`src/rtl/pc_sequencer.sv`:
```
// pc_sequencer: owns the program counter, drives the fetch handshake, selects the
// next PC (sequential / branch / call / return / IRQ) and keeps a small return stack.
module pc_sequencer #(
    parameter int unsigned      PC_W      = 11,
    parameter logic [PC_W-1:0]  RESET_VEC = '0,
    parameter logic [PC_W-1:0]  IRQ_VEC   = PC_W'(11'h7F0),
    parameter int unsigned      RS_DEPTH  = 4
) (
    input  logic            clk,
    input  logic            rst_n,
    output logic            imem_req,
    output logic [PC_W-1:0] imem_addr,
    input  logic            imem_ack,
    output logic            instr_valid,
    input  logic            stall,
    input  logic            br_taken,
    input  logic [PC_W-1:0] br_target,
    input  logic            call,
    input  logic            ret,
    input  logic            halt,
    input  logic            resume,
    input  logic            irq,
    output logic            irq_ack,
    output logic [PC_W-1:0] pc,
    output logic            rs_err
);

    localparam int unsigned SP_W  = (RS_DEPTH > 1) ? $clog2(RS_DEPTH) : 1;
    localparam int unsigned CNT_W = $clog2(RS_DEPTH + 1);

    typedef enum logic [1:0] {
        S_IDLE   = 2'd0,
        S_WAIT   = 2'd1,
        S_ISSUE  = 2'd2,
        S_HALTED = 2'd3
    } state_t;

    state_t             state_q, state_d;
    logic [PC_W-1:0]    pc_q, pc_d;
    logic [PC_W-1:0]    pc_inc, seq_pc, push_val, rs_top;
    logic               irq_ack_d, push, pop;
    logic [SP_W-1:0]    sp_q, sp_dec;
    logic [CNT_W-1:0]   cnt_q;
    logic [PC_W-1:0]    rs_mem [RS_DEPTH];
    logic               rs_empty, rs_full;

    assign pc_inc    = pc_q + PC_W'(1);
    assign sp_dec    = sp_q - SP_W'(1);
    assign rs_top    = rs_mem[sp_dec];
    assign rs_empty  = (cnt_q == '0);
    assign rs_full   = (cnt_q == CNT_W'(RS_DEPTH));
    assign imem_addr = pc_q;
    assign pc        = pc_q;

    // State register
    always_ff @(posedge clk or negedge rst_n) begin
        if (!rst_n) begin
            state_q <= S_IDLE;
        end else begin
            state_q <= state_d;
        end
    end

    // Next state, next PC and return-stack requests
    always_comb begin
        state_d   = state_q;
        pc_d      = pc_q;
        irq_ack_d = 1'b0;
        push      = 1'b0;
        pop       = 1'b0;
        push_val  = pc_inc;
        seq_pc    = br_taken ? br_target : pc_inc;
        case (state_q)
            S_IDLE: state_d = S_WAIT;
            S_WAIT: begin
                if (imem_ack) state_d = S_ISSUE;
            end
            S_ISSUE: begin
                if (!stall) begin
                    state_d = halt ? S_HALTED : S_WAIT;
                    if (call) begin
                        push     = 1'b1;
                        push_val = pc_inc;
                        pc_d     = br_target;
                    end else if (ret) begin
                        pop  = 1'b1;
                        pc_d = rs_empty ? pc_inc : rs_top;
                    end else if (irq) begin
                        // interrupt returns to wherever this slot would have gone
                        push      = 1'b1;
                        push_val  = seq_pc;
                        pc_d      = IRQ_VEC;
                        irq_ack_d = 1'b1;
                        state_d   = S_WAIT;
                    end else begin
                        pc_d = seq_pc;
                    end
                end
            end
            S_HALTED: begin
                if (irq) begin
                    push      = 1'b1;
                    push_val  = pc_q;
                    pc_d      = IRQ_VEC;
                    irq_ack_d = 1'b1;
                    state_d   = S_WAIT;
                end else if (resume) begin
                    state_d = S_WAIT;
                end
            end
            default: state_d = S_IDLE;
        endcase
    end

    // PC and registered handshake outputs
    always_ff @(posedge clk or negedge rst_n) begin
        if (!rst_n) begin
            pc_q        <= RESET_VEC;
            imem_req    <= 1'b0;
            instr_valid <= 1'b0;
            irq_ack     <= 1'b0;
        end else begin
            pc_q        <= pc_d;
            imem_req    <= (state_d == S_WAIT);
            instr_valid <= (state_d == S_ISSUE);
            irq_ack     <= irq_ack_d;
        end
    end

    // Circular return stack: a push when full overwrites the oldest entry
    always_ff @(posedge clk or negedge rst_n) begin
        if (!rst_n) begin
            sp_q   <= '0;
            cnt_q  <= '0;
            rs_err <= 1'b0;
            for (int unsigned i = 0; i < RS_DEPTH; i++) begin
                rs_mem[i] <= '0;
            end
        end else if (push) begin
            rs_mem[sp_q] <= push_val;
            sp_q         <= sp_q + SP_W'(1);
            if (rs_full) begin
                rs_err <= 1'b1;
            end else begin
                cnt_q <= cnt_q + CNT_W'(1);
            end
        end else if (pop) begin
            if (rs_empty) begin
                rs_err <= 1'b1;
            end else begin
                sp_q  <= sp_dec;
                cnt_q <= cnt_q - CNT_W'(1);
            end
        end
    end

endmodule

```
`config.mk`:
```
export PLATFORM = sky130hd
export DESIGN_NAME = pc_sequencer
export DESIGN_NICKNAME = d
export VERILOG_FILES = /design/src/rtl/pc_sequencer.sv
export SDC_FILE = /design/constraint.sdc
export NUM_CORES = 1
export LEC_CHECK = 0
export ABC_AREA = 1
export CORE_MARGIN = 5
export CORE_UTILIZATION = 42
export DETAILED_ROUTE_END_ITERATION = 8
export GPL_TIMING_DRIVEN = 0
export SETUP_SLACK_MARGIN = 0.1
export SLEW_MARGIN = 20
export SYNTH_ARGS = -nofsm -noshare
export SYNTH_HDL_FRONTEND = slang
export SYNTH_SLANG_ARGS = --single-unit
```
`constraint.sdc`:
```
create_clock -name clk -period 3.9 [get_ports clk]
set_input_delay 0.78 -clock clk [delete_from_list [all_inputs] [get_ports clk]]
set_output_delay 0.78 -clock clk [all_outputs]
set_load 0.1 [all_outputs]
```
Yosys cells after proc, flatten, opt, wreduce, memory -nomap -nowiden
Index checks and enable logic that the tools add are counted.

Register bits after elaboration: 66. Input bits: 21. Output and inout bits: 26. Logic and storage cells: 95.

Add/subtract/negate cells: 5. Magnitude comparators: 3. Equality and inequality tests: 11. Mux-type cells: 52. Bitwise operators: 2. Reduce and logical (&&, ||, !) cells: 10.

Operators by type and width (count): 11-bit 2-to-1 mux (15); 44-bit bitwise mux (1); 11-bit one-hot mux with 2 select lines (2); 11-bit binary-select mux with 2-bit select (1); 11-bit demux with 2-bit select (1); 2-bit 2-to-1 mux (11); 1-bit 2-to-1 mux (14); 3-bit 2-to-1 mux (4); 11-bit by 1-bit adder with 11-bit output (second input constant) (1); 3-bit AND reduction (3); 2-bit != test (second input constant) (4); 2-bit one-hot mux with 4 select lines (1); 2-bit equality test (second input constant) (3); 3-bit >= comparator (second input constant) (2); 2-bit inverter with 3-bit output (2); 2-bit nonzero test (3); 2-bit by 1-bit equality test with 1-bit output (second input constant) (2); 1-bit one-hot mux with 2 select lines (2); 3-bit by 1-bit adder with 3-bit output (second input constant) (1); 3-bit equality test (second input constant) (1); 3-bit logical NOT (1); 3-bit by 1-bit < comparator with 1-bit output (second input constant) (1); 3-bit by 1-bit subtractor with 3-bit output (second input constant) (1); 2-bit by 1-bit adder with 2-bit output (second input constant) (1); 5 further kinds (5).

Depth between registers and ports, before layout
Gate-level depths: netlist of the first run.

Depth in word-level cells: 10. Gate-level depth with buffers: 12. Mapped depth without buffers: 11.

Worst setup path before layout of the first run
Ideal clock, no wire load.

Kind: register to register. From: reg pc_q[0], in the netlist imem_addr[0]. To: reg rs_mem[17] in the netlist's numbering. Data arrival time: 2235 ps. Data required time: 3783 ps. Path slack: 1548 ps. Stages on the path, launching flop included: 11. Buffers on the path: 0. Period minus slack after synthesis: 2352 ps. Path through: dfrtp_1 > ha_1 > nand2_1 > nor2_1 > nand2_1 > nand3_1 > o21ai_0 > nand2_1 > nand3b_1 > nand2_1 > nand2_1.

Word-level cells in the longest chain between the ends: 8.

Ends and longest elaborated chain: start: declaration (RTL line 39) `logic [PC_W-1:0] pc_q, pc_d;`; start signal: assignment (RTL line 123) `pc_q <= pc_d;`; 11-bit by 1-bit adder with 11-bit output (*) (RTL line 47) `assign pc_inc = pc_q + PC_W'(1);`; 11-bit 2-to-1 mux (RTL line 72) `seq_pc = br_taken ? br_target : pc_inc;`; 11-bit 2-to-1 mux (RTL line 88) `end else if (irq) begin`; 11-bit 2-to-1 mux (RTL line 85) `end else if (ret) begin`; 11-bit 2-to-1 mux (RTL line 81) `if (call) begin`; 11-bit 2-to-1 mux (RTL line 79) `if (!stall) begin`; 11-bit one-hot mux with 2 select lines (*) (RTL line 73) `case (state_q)`; 44-bit bitwise mux (*) (RTL line 140) `rs_mem[sp_q] <= push_val;`; end signal: indexed assignment (RTL line 140); end: declaration (RTL line 44) `logic [PC_W-1:0] rs_mem [RS_DEPTH];`.

Every way passes the cells marked *; elsewhere a longest branch is shown, timed or not. A chain may end at the register's enable or synchronous reset.

Final worst setup path of the first run
From: reg pc_q[0], in the netlist imem_addr[0]. To: out pc[0].

RTL lines: end: declaration (RTL line 24) `output logic [PC_W-1:0] pc,`.

No word-level cell between the ends.

==> run metrics, run 1 <==
status=complete, no violations; die footprint=12200 um^2; Post-CTS Setup Inserts=0; Initial Util=43.3%; drt first-iter violations=258; width of the die=111 um; R2R depth=10; Final Max Slew Viols=0; reg2reg end=imem_addr[5]$_DFFE_PN0P_; Post-CTS Hold Fix Bufs=0; maximum clock path buffer count=2; placed cells=800; die height=111 um; Area Growth Syn to Fin=19.9%; Reg2Reg Launch Point=sp_q[0]$_DFFE_PN0P_; worst vdd ir=0.000461 V; CP Launch Type=register; grt met1 use=31.5%; post_cts resized=0; initial antenna violation count=0; vias in the first global route=3895; final instance area=5100 um^2; leading area contributor after synthesis=dfrtp_1; total power=4910 uW; Worst EP required=3.12 ns; period utilization=75.1%; fin crit period=2.93 ns; CTS HTree Levels=3; Async SR Flop Fraction=100%; syn_area_per_cell=6.85 um^2; TritonRoute pass-1 iters=5; cell area after synthesis=4250 um^2; Top FF cell, synth=dfrtp_1; Antenna Cells=0; R2R setup slack=0.99 ns; TritonCTS clock tree=done; CP Class=register to output port; layout cell share with drive strength beyond 1=11.2%; CTS buffer count=9; Pwr per Cell Area=961 nW/um^2; FMAX=0.341 GHz; GPL Wtd Cong=0.937; number of synthesized flops with an enable pin=0; Hold Vio Cnt, Final=0; Yosys warnings=0; routed wire length=13400 um; Vias/cell=5.15; post-detail-place hpwl=9780 um; GRT overflow=0; final setup vio count=0; Skew-Pair Late Insertion Delay=0.35 ns; layer with the highest usage=met2; pre-CTS WS=0.781 ns; CP endpoint kind=output port; crit-path max FO=7; Synth Instances=621; Placement Cell Area=4900 um^2; synth top area cells=dfrtp_1 (39%), nand2_1 (22%), nand3_1 (6.4%); Synth Register Bits=66; Hold Crit Class=input pin to async pin; GRT Total Usage=22.0%; Slew headroom=34.5%; GRT met2 Usage=34.4%; sequential-to-total area share from yosys stat=38.8%; total clock sinks=66; DR WL/cell=16.4 um; RSZ-0062 raised after global routing=no; Ports=47; GR Util met3=4.10%; final worst slack=0.971 ns; Fin Setup TNS=0 ns; Post-Syn Nets=648; Root Driver=clkbuf_8; first-pass GRT wire length=21500 um; Antenna Violating Nets Remaining=0; Arr. time, crit path=2.15 ns; Filler cells=1052; vias=4195; Yosys top cell area share=38.8%; Layout Nets=705; clk slew on worst S/H paths=0.08 ns; fin cells=814; Tightest Pin Transition=0.979 ns; Core Box Area=9820 um^2; Max Clock Skew=0.0140 ns; max-cap check violation count=0; # rows=36; largest net degree at the start of global routing=43; number of distinct library cells after synthesis=41; Leak Pwr=0.00265 uW; drt drc=0; buffers added on ports=45
## cells by family after synthesis
family / synth area share (%)
XOR/XNOR: 1.15
AND/OR/NAND/NOR: 38.3
flip-flops: 38.8
buffers and inverters: 9.71
adder cells (fa/ha/maj): 1.94
AO/OA/AOI/OAI: 10.1
## Yosys cell counts, types with 2 or more instances
master / n
ha_1: 5
nand2_1: 248
dfrtp_1: 66
o211ai_1: 6
nand3_2: 4
nand2_4: 6
nand2_2: 4
a21oi_1: 21
o22ai_1: 2
o21ai_0: 36
buf_6: 4
buf_4: 11
o2111ai_1: 2
or2_2: 3
nand4_1: 2
nor2_1: 55
clkbuf_1: 6
nand3_1: 54
inv_1: 38
nor2_4: 3
buf_2: 12
o21ai_1: 4
xor2_1: 2
inv_2: 10
## layer usage
layer,routed length [um],vias to the layer above
met5,0,-
met4,183,0
met3,984,15
met2,6070,153
met1,6150,1960
li1,-,2067
## where the power goes
part / internal, uW / switching [uW]
combinational: 875 / 2170
sequential: 980 / 245
clock: 370 / 266
total: 2230 / 2680
## cells in the final DEF, fill, tap and decap left out, types with 5 or more instances in the layout
| cell | synthesis | layout |
|---|---|---|
| dfrtp_1 | 66 | 66 |
| inv_2 | 10 | 10 |
| clkbuf_8 | 0 | 10 |
| buf_4 | 11 | 12 |
| nand3_1 | 54 | 54 |
| buf_2 | 12 | 12 |
| clkbuf_1 | 6 | 7 |
| o21ai_0 | 36 | 36 |
| clkdlybuf4s50_1 | 0 | 44 |
| ha_1 | 5 | 5 |
| a21oi_1 | 21 | 21 |
| nor2_1 | 55 | 55 |
| o211ai_1 | 6 | 6 |
| inv_1 | 38 | 38 |
| nand2_4 | 6 | 6 |
| nand2_1 | 248 | 248 |
## worst max-delay path by stage
stage                               end  depth (start not counted)                startpoint  slack, ns
4_1_cts                           pc[8]                          2  imem_addr[8]$_DFFE_PN0P_       0.94
6_report                          pc[0]                          2  imem_addr[0]$_DFFE_PN0P_       0.97
3_5_place_dp       cnt_q[2]$_DFFE_PN0P_                         10                       irq       0.78
2_1_floorplan    rs_mem[17]$_DFFE_PN0P_                         10  imem_addr[0]$_DFFE_PN0P_       1.55
3_3_place_gp     rs_mem[10]$_DFFE_PN0P_                          1                     rst_n      -0.35
5_1_grt        imem_addr[5]$_DFFE_PN0P_                         10       sp_q[0]$_DFFE_PN0P_       0.71
## area by class of cell
cell class / instances / area [um^2] / area share [%]
plain buffers: 34 / 214 / 4.19
clock buffers: 11 / 141 / 2.77
clock inverters: 3 / 65.1 / 1.28
inverters: 51 / 199 / 3.90
multi-input cells: 470 / 2190 / 42.9
flip-flops and latches: 66 / 1650 / 32.4
well taps: 133 / 166 / 3.26
repair buffers: 46 / 475 / 9.32
## worst max-delay path, stage by stage, from the launching register on
cell             delay, ns
dfrtp_1               0.51
buf_4                 0.16
clkdlybuf4s50_1       1.12
## registers in the layout, summed over array words and instances (netlist names)
name,cells
instr_valid,1
rs_mem,44
cnt_q,3
imem_addr,11
irq_ack,1
state_q,2
rs_err,1
imem_req,1
sp_q,2
## per-stage QoR
stage | hold slack, ns | util, %
4_1_cts | 0.340 | 52.0
2_1_floorplan | 0.444 | -
6_report | 0.337 | 52.0
3_3_place_gp | 0.455 | 49.6
3_5_place_dp | 0.459 | 49.9
5_1_grt | 0.359 | 52.0
No activity file was read; power rests on OpenSTA's default activity.
==> run 2: changes to the inputs <==
clock period = 2.7 ns   (was 3.9 ns; I/O delays follow)
==> run metrics, run 2 (synthesized netlist as in run 1, its figures left out) <==
die height=111 um; Sw Share=55.0%; Root Driver=clkbuf_8; max-cap check violation count=0; CP endpoint kind=output port; CTS buffer count=9; GRT Total Usage=22.0%; fin crit period=2.48 ns; width of the die=111 um; RSZ-0062 raised after global routing=yes; vias in the first global route=3894; Slew headroom=34.7%; Max Clock Skew=0.0111 ns; CP Class=register to output port; drt drc=0; Skew-Pair Late Insertion Delay=0.35 ns; # rows=36; period utilization=91.9%; Ports=47; initial antenna violation count=0; die footprint=12200 um^2; DR WL/cell=16.5 um; final instance area=5120 um^2; CTS HTree Levels=3; Antenna Cells=0; vias=4179; most common cell after layout, fill and taps aside=nand2_1; CP Launch Type=register; Gate power share=61.9%; layout cell share with drive strength beyond 1=11.9%; Fin Setup TNS=0 ns; Placement Cell Area=4900 um^2; Vias/cell=5.13; clock power share=13.0%; largest net degree at the start of global routing=43; Antenna Violating Nets Remaining=0; net switching power=3880 uW; Hold Vio Cnt, Final=0; Largest Register=rs_mem; TritonRoute pass-1 iters=6; drt first-iter violations=285; final setup vio count=0; Area Growth Syn to Fin=20.3%; Seq pwr share=25.1%; GPL Wtd Cong=0.937; Post-CTS Setup Inserts=0; Pwr per Cell Area=1380 nW/um^2; Final Max Slew Viols=0; first-pass GRT wire length=21500 um; buffers added on ports=45; maximum clock path buffer count=2; TritonCTS clock tree=done; Arr. time, crit path=1.94 ns; Initial Util=43.3%; crit-path max FO=3; total clock sinks=66; clk slew on worst S/H paths=0.08 ns; status=complete, no violations; Hold Crit Class=input pin to async pin; most frequent cells in the layout=nand2_1 (248), dfrtp_1 (65), nor2_1 (55); post-detail-place hpwl=9780 um; Core Box Area=9820 um^2; max reg flops=44; Layout Nets=705; Leak Pwr=0.00274 uW; Post-CTS Hold Fix Bufs=0; Int Pwr=3180 uW; FMAX=0.403 GHz; GRT overflow=0; Worst EP required=2.16 ns; total power=7060 uW; routed wire length=13400 um; worst vdd ir=0.000645 V; Tightest Pin Transition=0.977 ns
## run 2: cell count changes in the layout (fill, tap and decap cells not counted), sizes merged
cell,delta
dlygate4sd2,+11
clkdlybuf4s50,-20
clkbuf,-1
dlymetal6s2s,+9
buf,+1
## run 2: metrics by stage
stage	worst slack [ns]	instances	hold WS (ns)	util (%)
final	0.219	814	0.108	52.1
after global placement	-1.31	799	0.455	49.6
after floorplan	0.348	621	0.244	-
after detailed placement	-0.214	800	0.459	49.9
after CTS	0.0958	814	0.100	51.9
after global routing	0.0823	814	0.119	52.1
## run 2: cell type report
class,instances,area [um^2]
Clock buffer,11,141
Buffer,34,216
Timing Repair Buffer,46,484
Multi-Input combinational cell,470,2190
Fill cell,1057,4700
Sequential cell,66,1650
Clock inverter,3,65.1
Tap cell,133,166
Inverter,51,200
## run 2: what timing repair did
action                                  in CTS  in global routing
gates resized for setup                     14                 12
gates cloned                                 0                  0
endpoints found under the hold margin        0                  0
endpoints found under the setup margin      22                 15
## run 2: worst max-delay path, cell delays in order, from the launching register on
cell	delay, ns
dfrtp_1	0.37
buf_4	0.11
clkdlybuf4s50_1	1.12
## run 2: worst paths after layout
kind                                     startpoint                        to  slack, ns  cells past startpoint
min                                           rst_n    rs_mem[24]$_DFFE_PN0P_       0.11                      1
max reg2reg                     sp_q[0]$_DFFE_PN0P_  imem_addr[2]$_DFFE_PN0P_       0.27                     10
max                        imem_addr[7]$_DFFE_PN0P_                     pc[7]       0.22                      2
min in group clk                 rs_err$_DFFE_PN0P_        rs_err$_DFFE_PN0P_       0.47                      1
min reg2reg                      rs_err$_DFFE_PN0P_        rs_err$_DFFE_PN0P_       0.47                      1
max in group asynchronous                     rst_n       sp_q[0]$_DFFE_PN0P_       2.04                      2
## run 2: power by group through the flow
stage	clock (uW)	sequential [uW]	combinational, uW
global placement	0	1770	4330
global route	984	1830	4760
CTS	937	1760	4360
finish	919	1770	4370
detailed placement	0	1780	4390
floorplan	0	2370	2600
## run 2: routing by layer
| metal | up-vias | global-route usage, % | share of wire, % |
|---|---|---|---|
| met2 | 134 | 34.4 | 45 |
| met3 | 14 | 4.10 | 5.8 |
| met4 | 0 | 5.34 | 1.2 |
| met1 | 1966 | 31.5 | 48 |
| met5 | - | 0 | 0 |
| li1 | 2065 | - | - |
